### src/rtl/call_request_latch_if.sv
// Call-button bundle between the button panel/elevator side and the request latch.
// The slave modport is the latch; the master modport drives buttons, floor/door state and login.
interface call_request_latch_if #(
   parameter int FLOORS = 3
);
   localparam int CW = $clog2(2*FLOORS+1);

   logic [FLOORS-1:0] reqin_raw;
   logic [FLOORS-1:0] reqout_raw;
   logic [FLOORS-1:0] pres;
   logic [FLOORS-1:0] door;
   logic              movement;
   logic              logout;
   logic [FLOORS-1:0] reqin;
   logic [FLOORS-1:0] reqout;
   logic              pending;
   logic [CW-1:0]     req_count;
   logic              accepted;
   logic              rejected;

   modport slave (
      input  reqin_raw, reqout_raw, pres, door, movement, logout,
      output reqin, reqout, pending, req_count, accepted, rejected
   );

   modport master (
      output reqin_raw, reqout_raw, pres, door, movement, logout,
      input  reqin, reqout, pending, req_count, accepted, rejected
   );
endinterface

### src/rtl/call_request_latch.sv
// Synchronises and debounces cabin/hall call buttons and latches each press as a pending
// call until the elevator serves that floor (present and door open).
module call_request_latch #(
   parameter int FLOORS     = 3,
   parameter int DEB_CYCLES = 4,
   parameter int DEB_W      = 3
) (
   input  logic                 clk,
   input  logic                 rst,
   call_request_latch_if.slave  bus
);
   localparam int N  = 2*FLOORS;
   localparam int CW = $clog2(2*FLOORS+1);
   localparam logic [DEB_W-1:0] DEB_LAST = DEB_W'(DEB_CYCLES-1);

   // Cabin buttons occupy [FLOORS-1:0], hall buttons [N-1:FLOORS]; both share one debounce path.
   logic [N-1:0]            sync1_q, sync2_q, deb_q, deb_d, flip, rise;
   logic [N-1:0][DEB_W-1:0] cnt_q, cnt_d;
   logic [FLOORS-1:0]       reqin_q, reqin_d, reqout_q, reqout_d;
   logic [FLOORS-1:0]       serve, cab_rise, hall_rise, cab_new, hall_new;
   logic                    accepted_q, accepted_d, rejected_q, rejected_d, cabin_ok;
   logic [CW-1:0]           count;

   always_comb begin
      cnt_d = '0;
      flip  = '0;
      for (int i = 0; i < N; i++) begin
         if (sync2_q[i] != deb_q[i]) begin
            if (cnt_q[i] == DEB_LAST) flip[i] = 1'b1;
            else                      cnt_d[i] = cnt_q[i] + DEB_W'(1);
         end
      end
      deb_d = deb_q ^ flip;
      rise  = flip & ~deb_q;
   end

   always_comb begin
      serve     = bus.pres & bus.door;
      cabin_ok  = bus.movement & ~bus.logout;
      cab_rise  = rise[FLOORS-1:0];
      hall_rise = rise[N-1:FLOORS];
      // Serving a floor beats a press debounced on the same edge.
      hall_new  = hall_rise & ~reqout_q & ~serve;
      cab_new   = cab_rise & ~reqin_q & ~serve & {FLOORS{cabin_ok}};
      reqout_d  = (reqout_q | hall_rise) & ~serve;
      reqin_d   = bus.logout ? '0 : (reqin_q | (cab_rise & {FLOORS{cabin_ok}})) & ~serve;
      accepted_d = |{hall_new, cab_new};
      rejected_d = (|(cab_rise & ~serve)) & ~cabin_ok;
   end

   always_ff @(posedge clk or negedge rst) begin
      if (!rst) begin
         sync1_q    <= '0;
         sync2_q    <= '0;
         deb_q      <= '0;
         cnt_q      <= '0;
         reqin_q    <= '0;
         reqout_q   <= '0;
         accepted_q <= 1'b0;
         rejected_q <= 1'b0;
      end else begin
         sync1_q    <= {bus.reqout_raw, bus.reqin_raw};
         sync2_q    <= sync1_q;
         deb_q      <= deb_d;
         cnt_q      <= cnt_d;
         reqin_q    <= reqin_d;
         reqout_q   <= reqout_d;
         accepted_q <= accepted_d;
         rejected_q <= rejected_d;
      end
   end

   always_comb begin
      count = '0;
      for (int i = 0; i < FLOORS; i++)
         count = count + CW'(reqin_q[i]) + CW'(reqout_q[i]);
   end

   assign bus.reqin     = reqin_q;
   assign bus.reqout    = reqout_q;
   assign bus.pending   = |{reqin_q, reqout_q};
   assign bus.req_count = count;
   assign bus.accepted  = accepted_q;
   assign bus.rejected  = rejected_q;
endmodule

### src/flat_wrapper.sv
// flat-port wrapper written by rule: the top's interface ports become plain ports
module call_request_latch_flat 
#(
   parameter int FLOORS     = 3,
   parameter int DEB_CYCLES = 4,
   parameter int DEB_W      = 3
)
  (clk, rst, bus_reqin_raw, bus_reqout_raw, bus_pres, bus_door, bus_movement, bus_logout, bus_reqin, bus_reqout, bus_pending, bus_req_count, bus_accepted, bus_rejected);
  call_request_latch_if #(.FLOORS(FLOORS)) bus_i ();
  input  logic clk;
  input  logic rst;
  input wire logic [$bits(bus_i.reqin_raw)-1:0] bus_reqin_raw;
  input wire logic [$bits(bus_i.reqout_raw)-1:0] bus_reqout_raw;
  input wire logic [$bits(bus_i.pres)-1:0] bus_pres;
  input wire logic [$bits(bus_i.door)-1:0] bus_door;
  input wire logic [$bits(bus_i.movement)-1:0] bus_movement;
  input wire logic [$bits(bus_i.logout)-1:0] bus_logout;
  output wire logic [$bits(bus_i.reqin)-1:0] bus_reqin;
  output wire logic [$bits(bus_i.reqout)-1:0] bus_reqout;
  output wire logic [$bits(bus_i.pending)-1:0] bus_pending;
  output wire logic [$bits(bus_i.req_count)-1:0] bus_req_count;
  output wire logic [$bits(bus_i.accepted)-1:0] bus_accepted;
  output wire logic [$bits(bus_i.rejected)-1:0] bus_rejected;
  assign bus_i.reqin_raw = bus_reqin_raw;
  assign bus_i.reqout_raw = bus_reqout_raw;
  assign bus_i.pres = bus_pres;
  assign bus_i.door = bus_door;
  assign bus_i.movement = bus_movement;
  assign bus_i.logout = bus_logout;
  assign bus_reqin = bus_i.reqin;
  assign bus_reqout = bus_i.reqout;
  assign bus_pending = bus_i.pending;
  assign bus_req_count = bus_i.req_count;
  assign bus_accepted = bus_i.accepted;
  assign bus_rejected = bus_i.rejected;
  call_request_latch #(.FLOORS(FLOORS), .DEB_CYCLES(DEB_CYCLES), .DEB_W(DEB_W)) u_core (.clk(clk), .rst(rst), .bus(bus_i));
endmodule
### config.mk
export PLATFORM = sky130hd
export DESIGN_NAME = call_request_latch_flat
export DESIGN_NICKNAME = d
export VERILOG_FILES = /design/src/rtl/call_request_latch_if.sv /design/src/rtl/call_request_latch.sv /design/src/flat_wrapper.sv
export SDC_FILE = /design/constraint.sdc
export NUM_CORES = 1
export LEC_CHECK = 0
export CAP_MARGIN = 5
export CELL_PAD_IN_SITES_DETAIL_PLACEMENT = 1
export CELL_PAD_IN_SITES_GLOBAL_PLACEMENT = 1
export CORE_UTILIZATION = 34
export CTS_BUF_LIST = sky130_fd_sc_hd__clkbuf_4
export CTS_CLUSTER_DIAMETER = 60
export DETAILED_ROUTE_END_ITERATION = 10
export PLACE_DENSITY_LB_ADDON = 0.25
export SLEW_MARGIN = 20
export SYNTH_ARGS = -nofsm -noshare
export SYNTH_HDL_FRONTEND = slang
export SYNTH_SLANG_ARGS = --single-unit
### constraint.sdc
create_clock -name clk -period 3.7 [get_ports clk]
set_input_delay 0.74 -clock clk [delete_from_list [all_inputs] [get_ports clk]]
set_output_delay 0.74 -clock clk [all_outputs]
set_load 0.01 [all_outputs]
After elaboration in Yosys (flattened, before gate mapping)
Index checks and enable logic that the tools add are counted.
{ "word_totals": {"register_bits": 44, "elab_cells": 86} }
{ "classes": {"bitwise": 22, "n_addsub": 11, "reduce_logical": 3, "eq_ne": 12, "muxes": 25} }
{ "ops": {"columns": ["op", "n"], "rows": [
  ["$mux 3", 13],
  ["$and 3x3->3", 10],
  ["$add 3x1->3 const B", 6],
  ["$eq 3x2->1 const B", 6],
  ["$add 3x1->3", 4],
  ["$mux 1", 12],
  ["$reduce_or 6->1", 2],
  ["$not 3->3", 3],
  ["$and 6x6->6", 1],
  ["$ne 1x1->1", 6],
  ["$not 6->6", 1],
  ["$or 3x3->3", 2],
  ["$xor 6x6->6", 1],
  ["$reduce_or 3->1", 1],
  ["$add 1x1->2", 1],
  ["$and 1x1->1", 2],
  ["$not 1->1", 2]
]} }

Logic depth before layout (Yosys ltp)
Gate-level depths: netlist of run 1.
{ "logic_depth": {"ltp_word": 8, "depth_mapped": 6, "ltp_nobuf": 6} }

Worst setup path before layout of run 1
OpenSTA, ideal clock, no wires.
{ "synth_path": {"kind": "flip-flop to output port", "start": "register u_core.reqout_q[0], in the netlist u_core.bus.reqout[0]", "end": "output port bus_req_count[1]", "n_path_buf": 0, "t_arrival_ps": 2161, "setup_slack_ps": 799, "stages_incl_launch_ff": 7, "cell_sequence": "dfrtp_1 ha_1 inv_1 fa_1 inv_1 fa_1 fa_1"} }
{ "synth_via": {"elab_chain_cells": 5} }
{ "synth_lines": {"columns": ["element", "line_no", "text"], "rows": [
  ["start, declared", "call_request_latch.sv:19", "logic [FLOORS-1:0] reqin_q, reqin_d, reqout_q, reqout_d;"],
  ["start signal, assigned", "call_request_latch.sv:67", "reqout_q <= reqout_d;"],
  ["$add 1x1->2", "call_request_latch.sv:76", "count = count + CW'(reqin_q[i]) + CW'(reqout_q[i]);"],
  ["$add 3x1->3 (4 in series)", "call_request_latch.sv:76", null],
  ["end, declared", "flat_wrapper.sv:21", "output wire logic [$bits(bus_i.req_count)-1:0] bus_req_count;"]
]} }
No other way between the ends.

Final worst setup path of run 1
Same ends and word-level chain as after synthesis.

==> flow_summary_export.csv, run 1 <==
group,metric,value,unit
run_status,outcome,"finished clean",
placement,placed_cell_area,2100,µm²
setup_path,reg2reg_from,"u_core.cnt_q[12]$_DFF_PN0_",
synthesis,synth_fp_nets,155,
setup_path,crit_arrival,2.74,ns
setup_path,reg2regPathDepth,5,
synthesis,ys_warn_count,0,
detailed_routing,drt-total-wl,3470,µm
die,core_area,4850,µm²
timing,post-route-period-util,93.9,%
cells_and_area,nFillCells,507,
synthesis,ys_seq_elements,44,
cells_and_area,nets,191,
min_path,holdPathEnd,"u_core.sync2_q[0]$_DFF_PN0_",
setup_path,slowest_delay,0.48,ns
detailed_routing,ant_nets,0,
synthesis,synth_area_per_cell,13.6,µm²
die,die_h,73.7,µm
die,io_pins,28,
synthesis,synth_area_leaders,"dfrtp_1 (63%), ha_1 (5.0%), nor3b_1 (3.9%), fa_1 (3.4%), mux2_1 (3.2%)",
clock_tree,cts_buffers,5,
clock_tree,ctsHoldBuffers,0,
synthesis,synth_seq_area_share,62.9,%
min_path,worstHoldStart,"u_core.sync1_q[0]$_DFF_PN0_",
cells_and_area,utilization,45.2,%
synthesis,yosys.area.top_type,"dfrtp_1",
timing,setup_viol,0,
setup_path,critical_path_class,"flop to primary output",
placement,place.gp.congestion,0.721,
detailed_routing,drcViolationCount,0,
clock_tree,clkTransAtPathRegs,0.12,ns
setup_path,reg2reg_to,"u_core.bus.accepted$_DFF_PN0_",
clock_tree,cts_sinks,44,
timing,fin_setup_tns,0,ns
run,maxCapViolations,0,
timing,fmax,0.288,GHz
detailed_routing,wl_per_cell,14.9,µm
synthesis,synthCells,129,
min_path,min_path_cells,0,
power_and_ir_drop,p_per_area,591,nW/µm²
global_routing,grt_max_degree,45,
synthesis,synth_top_area_share,62.9,%
setup_path,cp_top_family,"adder cells",
synthesis,synth_cell_types,26,
power_and_ir_drop,total_power,1.29,mW
timing,hold_viol_final,0,
min_path,hp-class,"flop to flop",
timing,worst_pin_slew,0.957,ns
global_routing,grt_pass1_vias,1311,
global_routing,grt_pass1_wl,6290,µm
clock_tree,htree_num_levels,2,
detailed_routing,dr.first_iter.drc_count,36,
cells_and_area,drive_above_1_share,7.23,%
setup_path,worstPathMaxFanout,2,
cells_and_area,n_antenna_cell,0,
global_routing,antenna_found_initial,0,
detailed_routing,num_vias,1139,
setup_path,rrSetupSlack,2.12,ns
die,num_rows,25,
placement,dp.cells,223,
timing,grt_setup_unrepaired,"false",
setup_path,path_buf_inv,3,
timing,period_needed,3.48,ns
global_routing,grt_overflow,0,
power_and_ir_drop,vdd_drop_max,387,µV
clock_tree,cts-root-buf,"clkbuf_4",
clock_tree,cts_tree,"built",
power_and_ir_drop,leakagePower,1.03,nW
placement,io_buffers,27,
cells_and_area,fin_area,2190,µm²
die,dieWidth,73.7,µm
die,initial_core_util,36.1,%
global_routing,grt.total_usage,15.9,%
die,dieArea,5440,µm²
setup_path,critPathSlowestCell,"fa_1",
clock_tree,clockBufferDepth,2,
synthesis,synth_area,1750,µm²
clock_tree,clk_latency,0.35,ns
setup_path,crit_path_end_kind,"primary output",
setup_path,cp_common_cell,"fa_1",
placement,dpl.hpwl,2610,µm
detailed_routing,vias_per_cell,4.89,
cells_and_area,fin_cells,233,
cells_and_area,synthToLayoutAreaGrowth,25.2,%
timing,fin_worst_skew,0.00324,ns
detailed_routing,drt_first_pass_iters,3,
timing,drv_slew,0,
setup_path,startpoint_type,"flop",
timing,relSlewSlack,36.2,%
setup_path,crit_path_cell_trace,"ha_1 > inv_1 > fa_1 > inv_1 > fa_1 > fa_1 > dlygate4sd2_1",
setup_path,required,2.96,ns
layer usage:
layer  global-route usage [%]  share of wire (%)
met1                     19.4                 44
met5                        0                  0
met2                     26.6                 50
met3                     5.62                4.7
met4                     4.49                1.3
synthesized netlist by cell type:
cell / number
nor2_1: 5
nand2_1: 6
nand4b_1: 3
nor3b_1: 9
o21a_1: 2
mux2_1: 5
and4bb_1: 1
nor4_1: 2
nor2b_1: 7
a32oi_1: 1
a2bb2oi_1: 3
ha_1: 7
nor4bb_1: 1
nor2b_2: 2
inv_2: 1
o22ai_1: 1
fa_1: 3
a21oi_1: 3
xnor2_1: 6
dfrtp_1: 44
nand4_1: 1
inv_1: 6
o21ai_0: 1
a211o_1: 1
nor3_1: 6
a31oi_1: 2
area by class of cell:
class | instances | area, µm² | area share, %
multi-input combinational | 78 | 622 | 28.4
tap | 67 | 83.8 | 3.83
timing repair buffer | 29 | 282 | 12.9
clock buffer | 5 | 37.5 | 1.71
sequential | 44 | 1100 | 50.3
clock inverter | 3 | 37.5 | 1.71
inverter | 7 | 26.3 | 1.20
kinds of logic (layout without fill, tap and decap cells):
family	after synthesis	after routing	share of synthesized area, %
flip-flops	44	44	62.9
adder cells (fa/ha/maj)	10	10	8.44
multiplexers	5	5	3.22
AND/OR/NAND/NOR	43	43	15.3
buffers and inverters	7	44	1.50
AO/OA/AOI/OAI	14	14	5.58
XOR/XNOR	6	6	3.00
layout by cell type (no fill, tap or decap), types with 2 or more instances in the layout:
cell type and count:
nor4_1 2, a31oi_1 2, nor3b_1 9, inv_1 6, nand2_1 6, xnor2_1 6
mux2_1 5, nor2b_2 2, nor3_1 6, clkbuf_4 5, a21oi_1 3, clkdlybuf4s50_1 24
dfrtp_1 44, nand4b_1 3, a2bb2oi_1 3, buf_4 2, nor2b_1 7, clkinv_1 2
fa_1 3, o21a_1 2, ha_1 7, nor2_1 5
worst max-delay path by stage:
stage,to,startpoint,cells past startpoint,slack [ns]
after global routing,bus_req_count[1],u_core.bus.reqout[0]$_DFF_PN0_,7,0.07
after global placement,bus_req_count[1],u_core.bus.reqout[0]$_DFF_PN0_,7,0.32
after floorplan,bus_req_count[1],u_core.bus.reqout[0]$_DFF_PN0_,6,0.80
after CTS,bus_req_count[2],u_core.bus.reqout[0]$_DFF_PN0_,7,0.06
after detailed placement,bus_req_count[1],u_core.bus.reqin[0]$_DFF_PN0_,7,0.28
final,bus_req_count[1],u_core.bus.reqout[0]$_DFF_PN0_,7,0.22
through the flow:
step	hold WS (ns)	setup WS (ns)
floorplan	0.331	0.799
global placement	0.334	0.318
detailed placement	0.336	0.281
CTS	0.365	0.0582
global route	0.371	0.0747
finish	0.362	0.224
report_power, final:
| group | switching, mW | internal [mW] | leakage [nW] |
|---|---|---|---|
| combinational | 0.162 | 0.193 | 0.424 |
| sequential | 0.0683 | 0.584 | 0.561 |
| clock | 0.149 | 0.138 | 0.0403 |
| total | 0.380 | 0.914 | 1.03 |
repair_timing:
item | 4_1_cts | 5_1_grt
setup endpoints to repair | 1 | 1
setup buffers | 2 | 0
resized for setup | 1 | 1
pin swaps | 0 | 0
endpoints found under the hold margin | 0 | 0
Note: power is estimated with default switching activity, not from simulation.
==> run 2, diff against run 1 <==
CAP_MARGIN = 0   (was 5)
CORE_MARGIN = 2   (was unset)
CORE_UTILIZATION = 38   (was 34)
==> run 2 against run 1 <==
Effect of this change:
- core utilization is 3.8 points higher
- final cell count decreased by 6.9%
- die area is 5.0% lower
- sequential share of layout area up 1.0 points
- clock-buffer cell count up 1
- register-to-register slack better by 0.03 ns
- routed wire length down 0.40%
- largest power group unchanged
- highest routed layer unchanged
==> flow_summary_export.csv, run 2 (synthesized netlist as in run 1, its figures left out) <==
group,metric,value,unit
run_status,outcome,"finished clean",
timing,post-route-period-util,94.6,%
cells_and_area,drive_above_1_share,7.88,%
cells_and_area,fin_cells,217,
die,dieArea,5160,µm²
global_routing,grt_pass1_vias,1242,
setup_path,critical_path_class,"flop to primary output",
detailed_routing,routed-wl-met3,175,µm
timing,fin_setup_tns,0,ns
min_path,hp-class,"flop to flop",
die,die_h,71.8,µm
detailed_routing,drt_first_pass_iters,4,
detailed_routing,dr.first_iter.drc_count,51,
die,initial_core_util,39.9,%
setup_path,cp_common_cell,"fa_1",
detailed_routing,wl_per_cell,15.9,µm
cells_and_area,regArea,1100,µm²
placement,place.gp.congestion,0.808,
timing,setup_viol,0,
timing,fin_worst_skew,0.00748,ns
detailed_routing,drt-total-wl,3450,µm
clock_tree,cts_tree,"built",
power_and_ir_drop,vdd_drop_max,213,µV
setup_path,crit_path_end_kind,"primary output",
global_routing,grt.total_usage,15.4,%
detailed_routing,num_vias,1119,
clock_tree,clockBufferDepth,2,
timing,hold_viol_final,0,
power_and_ir_drop,leakagePower,1.02,nW
setup_path,required,2.96,ns
clock_tree,cts_sinks,44,
setup_path,startpoint_type,"flop",
power_and_ir_drop,p_per_area,572,nW/µm²
cells_and_area,synthToLayoutAreaGrowth,22.7,%
detailed_routing,drcViolationCount,0,
cells_and_area,mostFrequentLayoutCell,"dfrtp_1",
die,core_area,4380,µm²
placement,dp.cells,208,
cells_and_area,multiInputGateArea,622,µm²
detailed_routing,ant_nets,0,
timing,period_needed,3.50,ns
timing,fmax,0.286,GHz
setup_path,slowest_delay,0.48,ns
clock_tree,ctsHoldBuffers,0,
global_routing,antenna_found_initial,0,
clock_tree,cts-root-buf,"clkbuf_4",
timing,grt_setup_unrepaired,"false",
setup_path,worstPathMaxFanout,2,
detailed_routing,vias_per_cell,5.16,
die,num_rows,24,
cells_and_area,n_antenna_cell,0,
clock_tree,clkTransAtPathRegs,0.12,ns
clock_tree,htree_num_levels,2,
global_routing,grt_max_degree,45,
cells_and_area,nFillCells,469,
detailed_routing,met1_length,1450,µm
clock_tree,cts_buffers,5,
run,maxCapViolations,0,
global_routing,grt_pass1_wl,5950,µm
setup_path,crit_path_cell_trace,"ha_1 > inv_1 > fa_1 > inv_1 > fa_1 > fa_1 > dlygate4sd2_1",
detailed_routing,wl_met2,1760,µm
cells_and_area,nets,191,
placement,io_buffers,27,
timing,drv_slew,0,
power_and_ir_drop,total_power,1.23,mW
setup_path,critPathSlowestCell,"fa_1",
timing,worst_pin_slew,0.955,ns
clock_tree,clk_latency,0.36,ns
placement,dpl.hpwl,2580,µm
die,io_pins,28,
detailed_routing,top_layer,"met4",
global_routing,grt_overflow,0,
setup_path,crit_arrival,2.76,ns
timing,relSlewSlack,36.3,%
die,dieWidth,71.8,µm
cells_and_area,final_cell_mix,"dfrtp_1 (44), clkdlybuf4s50_1 (24), nor3b_1 (9), nor2b_1 (7), ha_1 (7)",
-- run 2: what timing repair did --
action                                  in CTS  in global routing
setup buffers                                2                  0
hold endpoints to repair                     0                  0
endpoints found under the setup margin       2                  1
cloned                                       0                  0
gates resized for setup                      1                  1
-- run 2: critical path: cells and delay by family, from the launching register on --
family                   cells  cell delay (ns)
flip-flops                   1             0.42
adder cells (fa/ha/maj)      4             1.61
buffers and inverters        3             0.35
-- run 2: report_power, final --
group	internal, mW	leakage [nW]	total (mW)	switching (mW)
sequential	0.584	0.561	0.649	0.0659
clock	0.0775	0.0315	0.227	0.149
combinational	0.191	0.424	0.350	0.159
total	0.852	1.02	1.23	0.374
-- run 2: area by class of cell --
type                            count  area share (%)
Sequential cell                    44            51.3
Clock inverter                      1           0.233
Multi-Input combinational cell     78            29.0
Timing Repair Buffer               29            13.1
Tap cell                           52            3.03
Inverter                            7            1.22
Clock buffer                        6            2.10
-- run 2: worst paths after layout --
check | start | endpoint | slack (ns) | depth (start not counted)
worst max register to register | u_core.cnt_q[12]$_DFF_PN0_ | u_core.bus.accepted$_DFF_PN0_ | 2.15 | 5
worst max-delay path | u_core.bus.reqout[0]$_DFF_PN0_ | bus_req_count[1] | 0.20 | 7
worst min-delay path | u_core.sync1_q[1]$_DFF_PN0_ | u_core.sync2_q[1]$_DFF_PN0_ | 0.36 | 0
max in group asynchronous | rst | u_core.sync1_q[5]$_DFF_PN0_ | 2.59 | 1
min in group asynchronous | rst | u_core.sync2_q[3]$_DFF_PN0_ | 0.51 | 1
worst min register to register | u_core.sync1_q[1]$_DFF_PN0_ | u_core.sync2_q[1]$_DFF_PN0_ | 0.36 | 0
-- run 2: per-layer routing --
layer / vias to the layer above / track usage, %
li1: 521 / -
met3: 7 / 5.06
met5: - / 0
met2: 18 / 25.5
met4: 0 / 6.29
met1: 573 / 18.5
-- run 2: per-stage QoR --
stage	util, %	worst slack (ns)	area (µm²)	hold slack, ns
after floorplan	-	0.799	1750	0.331
after global placement	47.4	0.324	2080	0.335
after detailed placement	47.4	0.265	2080	0.337
after CTS	48.9	0.0321	2140	0.364
after global routing	48.9	0.0465	2150	0.371
final	48.9	0.198	2150	0.362
